[config.mk]
export PLATFORM = sky130hd
export DESIGN_NAME = mtsp_gmb_burst_reader
export DESIGN_NICKNAME = d
export VERILOG_FILES = /design/src/rtl/mtsp_gmb_burst_reader.sv
export SDC_FILE = /design/constraint.sdc
export NUM_CORES = 1
export LEC_CHECK = 0
export CAP_MARGIN = 30
export CORE_ASPECT_RATIO = 0.7
export CORE_MARGIN = 2
export CORE_UTILIZATION = 51
export CTS_CLUSTER_SIZE = 25
export DETAILED_ROUTE_END_ITERATION = 6
export PLACE_DENSITY = 0.83
export SLEW_MARGIN = 20
export SYNTH_ARGS = -nofsm -noshare
export SYNTH_HDL_FRONTEND = slang
export SYNTH_SLANG_ARGS = --single-unit
[constraint.sdc]
create_clock -name CLK -period 11.75 [get_ports CLK]
set_clock_uncertainty 0.2 [all_clocks]
set_input_delay 1.175 -clock CLK [delete_from_list [all_inputs] [get_ports CLK]]
set_output_delay 1.175 -clock CLK [all_outputs]
set_load 0.01 [all_outputs]
[src/rtl/mtsp_gmb_burst_reader.sv]
// Burst reader: turns one (addr, len) command into a run of single-word GMB reads
// and streams the returned words out through a small credit-protected return FIFO.
module mtsp_gmb_burst_reader #(
  parameter int ADDR_WIDTH = 12,
  parameter int LEN_WIDTH  = 8,
  parameter int FIFO_DEPTH = 4
) (
  input  logic                  CLK,
  input  logic                  nRST,
  input  logic                  CMD_VALID,
  output logic                  CMD_READY,
  input  logic [ADDR_WIDTH-1:0] CMD_ADDR,
  input  logic [LEN_WIDTH-1:0]  CMD_LEN,
  output logic                  GMB_CE,
  output logic                  GMB_WE,
  output logic [ADDR_WIDTH-1:0] GMB_ADDR,
  input  logic                  GMB_OE,
  input  logic [255:0]          GMB_DOUT,
  output logic                  DOUT_VALID,
  input  logic                  DOUT_READY,
  output logic [255:0]          DOUT_DATA,
  output logic                  DOUT_LAST,
  output logic                  BUSY,
  output logic                  ERR
);

  localparam int PTR_W = $clog2(FIFO_DEPTH);
  localparam int CNT_W = $clog2(FIFO_DEPTH) + 1;
  localparam int RUN_W = LEN_WIDTH + 1;
  localparam logic [CNT_W:0] DEPTH_SUM = (CNT_W+1)'(FIFO_DEPTH);

  localparam logic [1:0] ST_IDLE  = 2'd0;
  localparam logic [1:0] ST_ISSUE = 2'd1;
  localparam logic [1:0] ST_DRAIN = 2'd2;

  logic [1:0]            state_q, state_d;
  logic [ADDR_WIDTH-1:0] addr_q, addr_d;
  logic [RUN_W-1:0]      remaining_q, remaining_d;
  logic [RUN_W-1:0]      burst_len_q, burst_len_d;
  logic [RUN_W-1:0]      returned_q, returned_d;
  logic [CNT_W-1:0]      outstanding_q, outstanding_d;
  logic [CNT_W-1:0]      count_q, count_d;
  logic [PTR_W-1:0]      wr_ptr_q, wr_ptr_d;
  logic [PTR_W-1:0]      rd_ptr_q, rd_ptr_d;
  logic                  err_q, err_d;

  logic [255:0] fifo_data_q [FIFO_DEPTH];
  logic         fifo_last_q [FIFO_DEPTH];

  logic           accept, issue, push, pop, stray, push_last, head_last;
  logic [CNT_W:0] credit_sum;

  // Reads in flight plus words already buffered never exceed the FIFO depth,
  // so every return has a slot waiting regardless of consumer back-pressure.
  assign credit_sum = {1'b0, outstanding_q} + {1'b0, count_q};
  assign accept     = (state_q == ST_IDLE) && CMD_VALID;
  assign issue      = (state_q == ST_ISSUE) && (credit_sum < DEPTH_SUM);
  assign push       = GMB_OE && (outstanding_q != '0);
  assign stray      = GMB_OE && (outstanding_q == '0);
  assign pop        = (count_q != '0) && DOUT_READY;
  assign push_last  = ((returned_q + RUN_W'(1)) == burst_len_q);
  assign head_last  = fifo_last_q[rd_ptr_q];

  always_comb begin
    state_d       = state_q;
    addr_d        = addr_q;
    remaining_d   = remaining_q;
    burst_len_d   = burst_len_q;
    returned_d    = returned_q;
    outstanding_d = outstanding_q;
    count_d       = count_q;
    wr_ptr_d      = wr_ptr_q;
    rd_ptr_d      = rd_ptr_q;
    err_d         = err_q;

    case (state_q)
      ST_IDLE: begin
        if (accept) begin
          state_d     = ST_ISSUE;
          addr_d      = CMD_ADDR;
          remaining_d = RUN_W'(CMD_LEN) + RUN_W'(1);
          burst_len_d = RUN_W'(CMD_LEN) + RUN_W'(1);
          returned_d  = '0;
          err_d       = 1'b0;
        end
      end
      ST_ISSUE: begin
        if (issue) begin
          addr_d      = addr_q + ADDR_WIDTH'(1);
          remaining_d = remaining_q - RUN_W'(1);
          if (remaining_q == RUN_W'(1)) begin
            state_d = ST_DRAIN;
          end
        end
      end
      ST_DRAIN: begin
        if (pop && head_last) begin
          state_d = ST_IDLE;
        end
      end
      default: state_d = ST_IDLE;
    endcase

    case ({issue, push})
      2'b10:   outstanding_d = outstanding_q + CNT_W'(1);
      2'b01:   outstanding_d = outstanding_q - CNT_W'(1);
      default: outstanding_d = outstanding_q;
    endcase

    case ({push, pop})
      2'b10:   count_d = count_q + CNT_W'(1);
      2'b01:   count_d = count_q - CNT_W'(1);
      default: count_d = count_q;
    endcase

    if (push) begin
      wr_ptr_d   = wr_ptr_q + PTR_W'(1);
      returned_d = returned_q + RUN_W'(1);
    end
    if (pop) begin
      rd_ptr_d = rd_ptr_q + PTR_W'(1);
    end
    // A return with nothing outstanding is dropped; the flag wins over a same-cycle clear.
    if (stray) begin
      err_d = 1'b1;
    end
  end

  always_ff @(posedge CLK or negedge nRST) begin
    if (!nRST) begin
      state_q       <= ST_IDLE;
      addr_q        <= '0;
      remaining_q   <= '0;
      burst_len_q   <= '0;
      returned_q    <= '0;
      outstanding_q <= '0;
      count_q       <= '0;
      wr_ptr_q      <= '0;
      rd_ptr_q      <= '0;
      err_q         <= 1'b0;
    end else begin
      state_q       <= state_d;
      addr_q        <= addr_d;
      remaining_q   <= remaining_d;
      burst_len_q   <= burst_len_d;
      returned_q    <= returned_d;
      outstanding_q <= outstanding_d;
      count_q       <= count_d;
      wr_ptr_q      <= wr_ptr_d;
      rd_ptr_q      <= rd_ptr_d;
      err_q         <= err_d;
    end
  end

  // Storage needs no reset: the count gates every read of it.
  always_ff @(posedge CLK) begin
    if (push) begin
      fifo_data_q[wr_ptr_q] <= GMB_DOUT;
      fifo_last_q[wr_ptr_q] <= push_last;
    end
  end

  assign CMD_READY  = (state_q == ST_IDLE);
  assign BUSY       = (state_q != ST_IDLE);
  assign GMB_CE     = issue;
  assign GMB_WE     = 1'b0;
  assign GMB_ADDR   = addr_q;
  assign DOUT_VALID = (count_q != '0);
  assign DOUT_DATA  = DOUT_VALID ? fifo_data_q[rd_ptr_q] : '0;
  assign DOUT_LAST  = DOUT_VALID ? head_last : 1'b0;
  assign ERR        = err_q;

endmodule

# Word level (Yosys, flattened, before mapping)
# Memory sizes are Yosys's and may differ from the RTL's.
# Index checks and enable logic that the tools add are counted.
# W data, S select, Z words.
# classes
muxes	23
multipliers	0
bitwise	0
addsub	11
n_shift	0
reduce_logical	23
eq_ne	12
order_cmp	1
div_mod_pow	0
# ops
operator	count
$mux W256	1
$mux W9	5
$mux W12	2
$pmux W12 S2	1
$pmux W9 S2	1
$reduce_bool A2 Y1	8
$add A12 B1 Y12 const B	1
$pmux W3 S2	2
$add A8 B1 Y9 const B	1
$add A9 B1 Y9 const B	1
$eq A9 B1 Y1 const B	1
$eq A9 B9 Y1	1
$sub A9 B1 Y9 const B	1
$mux W2	4
$add A3 B1 Y3 const B	2
$eq A2 B1 Y1 const B	3
$eq A2 B2 Y1 const B	3
$logic_and A1 B1 Y1	6
$mux W1	6
$pmux W2 S3	1
$reduce_and A2 Y1	3
$reduce_bool A3 Y1	2
$sub A3 B1 Y3 const B	2
$add A2 B1 Y2 const B	2
8 further kinds	10
# totals
n_memories	2
register_bits	52
out_inout_bits	275
latchBits	0
mem_bits_rw	1028
rom_bits	0
inputBits	281
# memory_table
memory	depth	word_bits	read_ports	rd_ports_with_merged_regs	wr	line	text
fifo_data_q	4	256	1	0	1	47	logic [255:0] fifo_data_q [FIFO_DEPTH];
fifo_last_q	4	1	1	0	1	48	logic fifo_last_q [FIFO_DEPTH];

# Depth between registers and ports, before layout
# Gate-level depths: netlist of the first run.
# depth
word_depth	5
mapped_depth	10
mapped_depth_nobuf	10

# Worst setup path after synthesis of the first run
# Ideal clock, no wire load.
# synth_path
path_type	input-to-reg
from	input port GMB_OE
to	memory fifo_data_q[0][0] (enable)
n_path_buf	1
arrival_ns	7.539
stages	4
t_required_ns	10.899
setup_ns	0.651
path_slack_ns	3.361
cell_sequence	nand2b_1 > inv_1 > buf_1 > and2_1
# synth_via
elab_chain_cells	3
# synth_lines
item	line	text
start, declared	17	input logic GMB_OE,
$logic_and A1 B1 Y1	58	assign push = GMB_OE && (outstanding_q != '0);
named net push	50	logic accept, issue, push, pop, stray, push_last, head_last;
$mux W1	157	if (push) begin
$mux W1 (implied by the code)	158	fifo_data_q[wr_ptr_q] <= GMB_DOUT;
end, declared	47	
# The timed path passes the listed nets, and every way through them passes these cells.

# Worst setup path in the final report of the first run
# layout_path
from	register rd_ptr_q[1]
to	output port DOUT_DATA[146]
# layout_via
elab_chain_cells	2
# layout_lines
item	line	text
start, declared	44	logic [PTR_W-1:0] rd_ptr_q, rd_ptr_d;
start signal, assigned	150	rd_ptr_q <= rd_ptr_d;
$mem_v2 Z4 W256	--	
$mux W256	169	assign DOUT_DATA = DOUT_VALID ? fifo_data_q[rd_ptr_q] : '0;
end, declared	21	output logic [255:0] DOUT_DATA,
# No other way between the ends.

==> summary.txt, run 1 <==
Run status
  • Outcome: complete, no violations

Clock tree
  • Num CTS Buffers: 97
  • Post-CTS Resized: 0
  • H-tree levels: 3
  • Number of buffers inserted by post-CTS setup repair: 0
  • Root buf cell: sky130_fd_sc_hd__clkbuf_16
  • CTS tree: built
  • Worst-Skew Late Latency: 660 ps
  • Bufs on Longest Clock Path: 3
  • Clock Sinks: ~1100
  • Cts-stage hold buffer count: 0
  • Clock-pin slew on the worst setup and hold paths: 60 ps

Floorplan
  • Die outline area: 84300 µm²
  • Floorplan die width: 346 µm
  • Row count: 87
  • Boundary pin count: approximately 560
  • Height of the die: 244 µm
  • Core area: 80900 µm²
  • Starting density of the core: 0.517

Yosys
  • Post-synthesis share of cell area spent on full adders, half adders and majority gates: 0.00485
  • Fraction of the mapped netlist area in compound gates: 0.0145
  • Unique cell type count in the Yosys netlist: 55
  • Xor/xnor cell area share of the yosys netlist: 0.00461
  • Synth Area in Simple Gates: 0.0539
  • Yosys reg bits: 1080
  • Post-synthesis instance area: 41800 µm²
  • Sequential area share after synthesis: 0.769
  • FFs w/ async S/R, synth: 0.0481
  • Average instance area after synthesis: ~21 µm²
  • Post-synth top flop: sky130_fd_sc_hd__edfxtp_1
  • Synthesized netlist cell count: 1986
  • Dominant combinational cell family by area after synthesis: multiplexers
  • Count of flip-flops with a built-in enable after synthesis: 1028
  • Multiplexer fraction of the synthesized cell area: 0.139
  • Synth Warn #: 0
  • Syn_nets: 2282

Route
  • Routed wire length per instance: about 25 µm
  • Total Wirelength: around 94 mm
  • Count of nets left with antenna violations after detail routing: 0
  • Pre-antenna DRT Iters: 7
  • Iter 0 DRT Violations: approximately 1800
  • Vias per cell: 5.77
  • DR vias: 21500
  • Post-route DRC: 0

GRT
  • Met3 capacity usage during global routing: 0.0779
  • Number of global-route vias before repair: 22400
  • Layer carrying the most global-route usage: met2
  • Number of antenna violations at the first check in global routing: 32
  • Grt total ovfl: 0
  • Met1 Track Usage GR: 0.289
  • Total routing usage reported by global routing: 0.222
  • Pin count of the biggest net entering global routing: 149
  • Met2 Use GR: 0.357
  • Global-route wire length before repair: 141 mm

Worst setup path
  • Slowest stage delay, CP: 1010 ps
  • Critical path fanouts, max: 62
  • Number of cells on the worst reg-to-reg path: 5
  • Terminus of the critical flop-to-flop path: fifo_data_q[1][149]
  • Data arrival, critical path: between 4000 and 5000 ps
  • Highest-delay cell along the critical path: sky130_fd_sc_hd__dfrtp_4
  • Slack of the worst reg-to-reg path: around 8000 ps
  • Cell repeated most along the worst path: sky130_fd_sc_hd__buf_4
  • Required time at the worst-slack endpoint: 10380 ps
  • Critical path class: register to primary output
  • Launch point of the worst reg-to-reg path: outstanding_q[0]
  • Chain of cells forming the critical path: buf_4, buf_4, buf_16, mux4_2, and2_1, clkdlybuf4s50_1
  • Launching instance or port of the critical path: rd_ptr_q[1]
  • CP Launch Type: register
  • Worst setup EP type: primary output

Power
  • Pleak: 17.0 nW
  • Power density over the cells: roughly 270 nW/µm²
  • Worst vdd ir: 0.181 mV

STA
  • Headroom to the max-slew limit: 0.164
  • Accumulated negative setup slack: 0 ps
  • RSZ-0062 raised after global routing: no
  • Max Transition Viols Final: 0
  • Endpoints failing hold: 0
  • Setup violation total in the final timing report: 0
  • Actual transition at the worst max-transition pin: between 1000 and 1500 ps
  • Minimum period implied by the final worst setup slack: approximately 5800 ps
  • Peak clock frequency supported by timing: roughly 170 MHz
  • Final worst-path cycle share: 0.492
  • Crit path setup slack, layout: ~6000 ps

Layout
  • Layout overhead on the synthesized area: 24.1%
  • # nets final: approximately 2900
  • Filler Cells Inserted: 5158
  • Fraction of layout instances using a drive strength above 1: 0.169

Placed design
  • GPL Wtd Cong: around 0.82
  • IO Port Bufs: 554
  • Placed wire-length estimate after detailed placement: 56.7 mm
  • DP Worst Slack: 6360 ps

Hold path
  • Worst min-delay path category: register to register
  • Worst-case hold path end point: ERR
  • Cells on Worst Hold Path: 1
  • Startpoint of the worst hold path: ERR

Flow run
  • Max_cap viols: 0
kinds of logic after synthesis:
logic type	count (synthesis)
buffers and inverters	120
flip-flops	1080
XOR/XNOR	22
adder cells (fa/ha/maj)	15
AO/OA/AOI/OAI	99
other	1
multiplexers	261
AND/OR/NAND/NOR	388
critical path: cells and delay by family, from the launching register on:
| kind | cells | cell delay, ps |
|---|---|---|
| buf+inv | 4 | 2080 |
| mux | 1 | 340 |
| flops | 1 | 1010 |
| simple gates | 1 | 180 |
sequential cells by signal, summed over array words and instances, names as in the netlist:
name,count
GMB_ADDR,12
returned_q,9
remaining_q,9
ERR,1
fifo_data_q,1024
count_q,3
fifo_last_q,4
wr_ptr_q,2
outstanding_q,3
burst_len_q,9
state_q,2
rd_ptr_q,2
per-layer routing:
metal	share of wire	vias up
li1	-	9183
met1	0.38	11100
met2	0.50	951
met3	0.10	173
met4	0.022	38
met5	0.0027	-
placed cells by master (no fill, tap or decap), types with 5 or more instances in the layout:
master                               n
sky130_fd_sc_hd__clkinv_4            7
sky130_fd_sc_hd__bufinv_16          12
sky130_fd_sc_hd__clkbuf_1           16
sky130_fd_sc_hd__mux4_2            257
sky130_fd_sc_hd__nand4_1             7
sky130_fd_sc_hd__nand3_1            16
sky130_fd_sc_hd__buf_16              5
sky130_fd_sc_hd__edfxtp_1         1028
sky130_fd_sc_hd__a21oi_1            23
sky130_fd_sc_hd__and3_1              7
sky130_fd_sc_hd__inv_1              13
sky130_fd_sc_hd__diode_2            15
sky130_fd_sc_hd__a22o_1              5
sky130_fd_sc_hd__o21ai_1             8
sky130_fd_sc_hd__nor3_1              7
sky130_fd_sc_hd__and2_1            259
sky130_fd_sc_hd__clkinv_1           16
sky130_fd_sc_hd__nand2b_1            5
sky130_fd_sc_hd__buf_4              12
sky130_fd_sc_hd__ha_1               13
sky130_fd_sc_hd__dfrtp_1            50
sky130_fd_sc_hd__clkinv_2           15
sky130_fd_sc_hd__inv_6               6
sky130_fd_sc_hd__o22ai_1             7
sky130_fd_sc_hd__clkdlybuf4s50_1   553
sky130_fd_sc_hd__nand2_1            44
sky130_fd_sc_hd__o31ai_1             5
sky130_fd_sc_hd__xnor2_1            14
sky130_fd_sc_hd__nor2_1             20
sky130_fd_sc_hd__buf_12              7
sky130_fd_sc_hd__o21ai_0            33
sky130_fd_sc_hd__xor2_1              8
sky130_fd_sc_hd__clkbuf_16          98
synth_stat cells (7+ instances only):
cell                       instances  area (µm²)
sky130_fd_sc_hd__buf_2            24         120
sky130_fd_sc_hd__nor2_1           20        75.1
sky130_fd_sc_hd__mux4_2          257        5790
sky130_fd_sc_hd__clkbuf_1         51         191
sky130_fd_sc_hd__dfrtp_1          52        1300
sky130_fd_sc_hd__nor3_1            7        35.0
sky130_fd_sc_hd__and3_1            7        43.8
sky130_fd_sc_hd__buf_4            15         113
sky130_fd_sc_hd__o21ai_0          33         165
sky130_fd_sc_hd__nand2_1          44         165
sky130_fd_sc_hd__and2_1          263        1650
sky130_fd_sc_hd__o22ai_1           7        43.8
sky130_fd_sc_hd__buf_1            12        45.0
sky130_fd_sc_hd__inv_1            13        48.8
sky130_fd_sc_hd__xnor2_1          14         123
sky130_fd_sc_hd__xor2_1            8        70.1
sky130_fd_sc_hd__nand4_1           7        43.8
sky130_fd_sc_hd__ha_1             13         163
sky130_fd_sc_hd__edfxtp_1       1028       30900
sky130_fd_sc_hd__nand3_1          16        80.1
sky130_fd_sc_hd__a21oi_1          23         115
sky130_fd_sc_hd__o21ai_1           8        40.0
power by group:
group | switching [mW] | internal, mW | leakage, nW
clock network | 1.40 | 1.83 | 1.59
registers | 0.319 | 5.09 | 10.0
logic | 2.49 | 2.76 | 5.33
how the worst max path moves through the flow:
stage | end | slack (ps) | depth (start not counted)
2_1_floorplan | fifo_data_q[0][0] | 3360 | 4
3_3_place_gp | DOUT_DATA[152] | 6400 | 5
3_5_place_dp | DOUT_DATA[128] | 6360 | 5
4_1_cts | DOUT_DATA[130] | 5610 | 5
5_1_grt | DOUT_DATA[130] | 5770 | 6
6_report | DOUT_DATA[146] | 5970 | 6
per-stage QoR:
stage	power [mW]	std cells	cell area [µm²]	utilization	hold slack (ps)
4_1_cts	14.0	3703	51800	0.640	305
3_5_place_dp	10.7	3523	48500	0.599	287
2_1_floorplan	8.47	1986	41800	-	259
5_1_grt	14.5	3715	51900	0.642	334
6_report	13.9	3722	51900	0.642	308
3_3_place_gp	10.6	3520	48400	0.599	285
final cells by class:
class | instances | area (µm²) | area share
clock buffer | 116 | 2540 | 0.0489
timing repair buffer | 579 | 5920 | 0.114
antenna | 15 | 37.5 | 0.000723
clock inverter | 64 | 739 | 0.0142
multi-input combinational | 786 | 9100 | 0.175
tap | 1068 | 1340 | 0.0257
inverter | 14 | 52.6 | 0.00101
sequential | 1080 | 32200 | 0.620
(Power assumes the default switching activity.)
==> inputs of run 2 (changes only) <==
==> constraint.sdc (replaced) <==
create_clock -name CLK -period 5.65 [get_ports CLK]
set_clock_uncertainty 0.2 [all_clocks]
set_input_delay 0.565 -clock CLK [delete_from_list [all_inputs] [get_ports CLK]]
set_output_delay 0.565 -clock CLK [all_outputs]
set_load 0.01 [all_outputs]
==> run 2 against run 1 <==
Sequential power increased by 110%. Clock power increased by 100%. Flip-flop and latch count unchanged. Via count increased by 0.48%. Sequential share of layout area decreased by 0.18 points. Global-route usage increased by 0.082 points. Cell area increased by 0.30%. Clock-buffer cell count decreased by 4. Largest cell class unchanged. Highest routed layer unchanged. Critical path depth decreased by 2. Non-clock buffer count increased by 25. Utilization increased by 0.19 points. Register-to-register slack got worse by 5400 ps. Critical path type unchanged.
==> summary.txt, run 2 (synthesis results as in run 1) <==
STA
  • Endpoints failing hold: 0 (unchanged)
  • Final worst-path cycle share: 0.749
  • Peak clock frequency supported by timing: around 240 MHz
  • Post-route worst hold slack: 303 ps (-4.49 ps)
  • Actual transition at the worst max-transition pin: 900 ps (-354 ps)
  • Crit path setup slack, layout: 1420 ps (-4550 ps)
  • Headroom to the max-slew limit: 0.400 (+0.236)
  • Max Transition Viols Final: 0 (unchanged)
  • Minimum period implied by the final worst setup slack: ~4200 ps
  • Accumulated negative setup slack: 0 ps (unchanged)
  • Setup violation total in the final timing report: 0 (unchanged)
  • RSZ-0062 raised after global routing: no

Power
  • PnR Total Power: 29.0 mW (+110%)
  • Pleak: 17.1 nW (+0.74%)
  • Worst vdd ir: 0.454 mV (+150%)
  • Power density over the cells: 557 nW/µm² (+110%)

Worst setup path
  • Worst setup EP type: primary output
  • Critical path class: register to primary output
  • Required time at the worst-slack endpoint: 4890 ps (-5490 ps)
  • Launch point of the worst reg-to-reg path: outstanding_q[2]
  • Data arrival, critical path: 3470 ps (-940 ps)
  • Launching instance or port of the critical path: rd_ptr_q[0]
  • Critical path fanouts, max: 40 (-35%)
  • CP Launch Type: register
  • Slowest stage delay, CP: 1000 ps (about the same)
  • Chain of cells forming the critical path: buf_4, mux4_2, and2_1, clkdlybuf4s50_1
  • Highest-delay cell along the critical path: sky130_fd_sc_hd__dfrtp_4

GRT
  • Number of antenna violations at the first check in global routing: 14 (-56%)
  • Grt total ovfl: 0 (unchanged)
  • Total routing usage reported by global routing: 0.223 (+0.000819)
  • Pin count of the biggest net entering global routing: 145 (-2.7%)
  • Number of global-route vias before repair: 22700 (+1.4%)
  • Global-route wire length before repair: 142 mm (+0.35%)

Run status
  • Outcome: complete, no violations

Route
  • Top sig layer: met5
  • Met1 routed wirelength after detailed routing: 36.6 mm (+3.7%)
  • WL met2: 47.8 mm (+1.7%)
  • Total Wirelength: 94.4 mm (+0.41%)
  • Vias per cell: 5.77 (about the same)
  • Detail Route met3 WL: 7.86 mm (-16%)
  • Count of nets left with antenna violations after detail routing: 0 (unchanged)
  • Pre-antenna DRT Iters: 5 (-2)
  • Iter 0 DRT Violations: 2080 (+12%)
  • Post-route DRC: 0 (unchanged)
  • DR vias: 21600 (+0.48%)
  • Routed wire length per instance: 25.3 µm (about the same)

Clock tree
  • Clock Sinks: 1080 (unchanged)
  • H-tree levels: 3 (unchanged)
  • CTS tree: built
  • Num CTS Buffers: 98 (+1.0%)
  • Clock-pin slew on the worst setup and hold paths: 70 ps (about the same)
  • Worst-Skew Late Latency: 640 ps (-20 ps)
  • Root buf cell: sky130_fd_sc_hd__clkbuf_16
  • Bufs on Longest Clock Path: 3 (unchanged)

Floorplan
  • Starting density of the core: 0.517 (unchanged)
  • Height of the die: 244 µm (unchanged)
  • Row count: 87 (unchanged)
  • Core area: 80900 µm² (unchanged)
  • Die outline area: 84300 µm² (unchanged)
  • Floorplan die width: 346 µm (unchanged)
  • Boundary pin count: 556 (unchanged)

Flow run
  • Max_cap viols: 0 (unchanged)

Placed design
  • GPL Wtd Cong: 0.816 (-0.79%)
  • DP Worst Slack: 1940 ps (-4420 ps)
  • IO Port Bufs: 554 (unchanged)
  • Placed wire-length estimate after detailed placement: 57.8 mm (+1.9%)

Layout
  • Leading cell type in the layout, fill and taps excluded: sky130_fd_sc_hd__edfxtp_1
  • Fin util: 0.644 (+0.00190)
  • Commonest cells after routing, fill and taps aside: sky130_fd_sc_hd__edfxtp_1, sky130_fd_sc_hd__clkdlybuf4s50_1, sky130_fd_sc_hd__and2_1
  • Fraction of layout instances using a drive strength above 1: 0.175 (+0.00661)
  • Layout overhead on the synthesized area: 24.5%
  • Register name with the most flops: fifo_data_q
  • Filler Cells Inserted: 5167 (+0.17%)
  • # nets final: 2880 (+0.91%)
  • Largest register FFs: 1024 (unchanged)

Hold path
  • Startpoint of the worst hold path: ERR
  • Worst min-delay path category: register to register
[run 2: changes by cell type in the layout (fill, tap and decap cells not counted), sizes merged]
cell / delta
buf: +24
clkinvlp: -2
inv: -5
clkinv: +13
dlygate4sd3: +1
bufinv: -1
clkbuf: -4
diode: -11
[run 2: per-stage QoR]
stage,area (µm²),cells
3_3_place_gp,48800,3548
5_1_grt,52100,3734
2_1_floorplan,41800,1986
3_5_place_dp,48800,3549
4_1_cts,52000,3731
6_report,52100,3737
[run 2: per-layer routing]
layer / vias to the layer above / track usage
met5: - / 0
met4: 20 / 0.0554
met3: 159 / 0.0604
met2: 941 / 0.370
met1: 11200 / 0.296
li1: 9207 / -
[run 2: layout make-up]
class | instances | area, µm² | area share
timing repair buffer | 604 | 6170 | 0.118
sequential | 1080 | 32200 | 0.618
multi-input combinational | 786 | 9100 | 0.175
clock inverter | 69 | 691 | 0.0133
inverter | 14 | 52.6 | 0.00101
tap | 1068 | 1340 | 0.0257
clock buffer | 112 | 2530 | 0.0485
antenna | 4 | 10.0 | 0.000192
[run 2: power by group]
group	internal, mW	switching (mW)
clock network	3.74	2.87
logic	5.86	5.34
registers	10.6	0.636
[run 2: critical path: cells and delay by family (launching register included)]
| family | cells | cell delay, ps |
|---|---|---|
| and+or+nand+nor | 1 | 160 |
| buffers and inverters | 2 | 1080 |
| muxes | 1 | 550 |
| DFF | 1 | 1000 |
[run 2: what timing repair did]
| item | 4_1_cts | 5_1_grt |
|---|---|---|
| hold buffers | 1 | 0 |
| buffers inserted | 0 | 0 |
| gates resized for setup | 0 | 0 |
| endpoints found under the hold margin | 52 | 0 |
[run 2: final timing paths]
kind / end / slack (ps) / depth (start not counted)
max in group asynchronous: rd_ptr_q[0] / 4290 / 3
worst min register to register: ERR / 300 / 1
worst max-delay path: DOUT_DATA[129] / 1420 / 4
worst min-delay path: ERR / 300 / 1
worst max register to register: fifo_data_q[3][174] / 2360 / 5
min in group asynchronous: GMB_ADDR[5] / 420 / 3
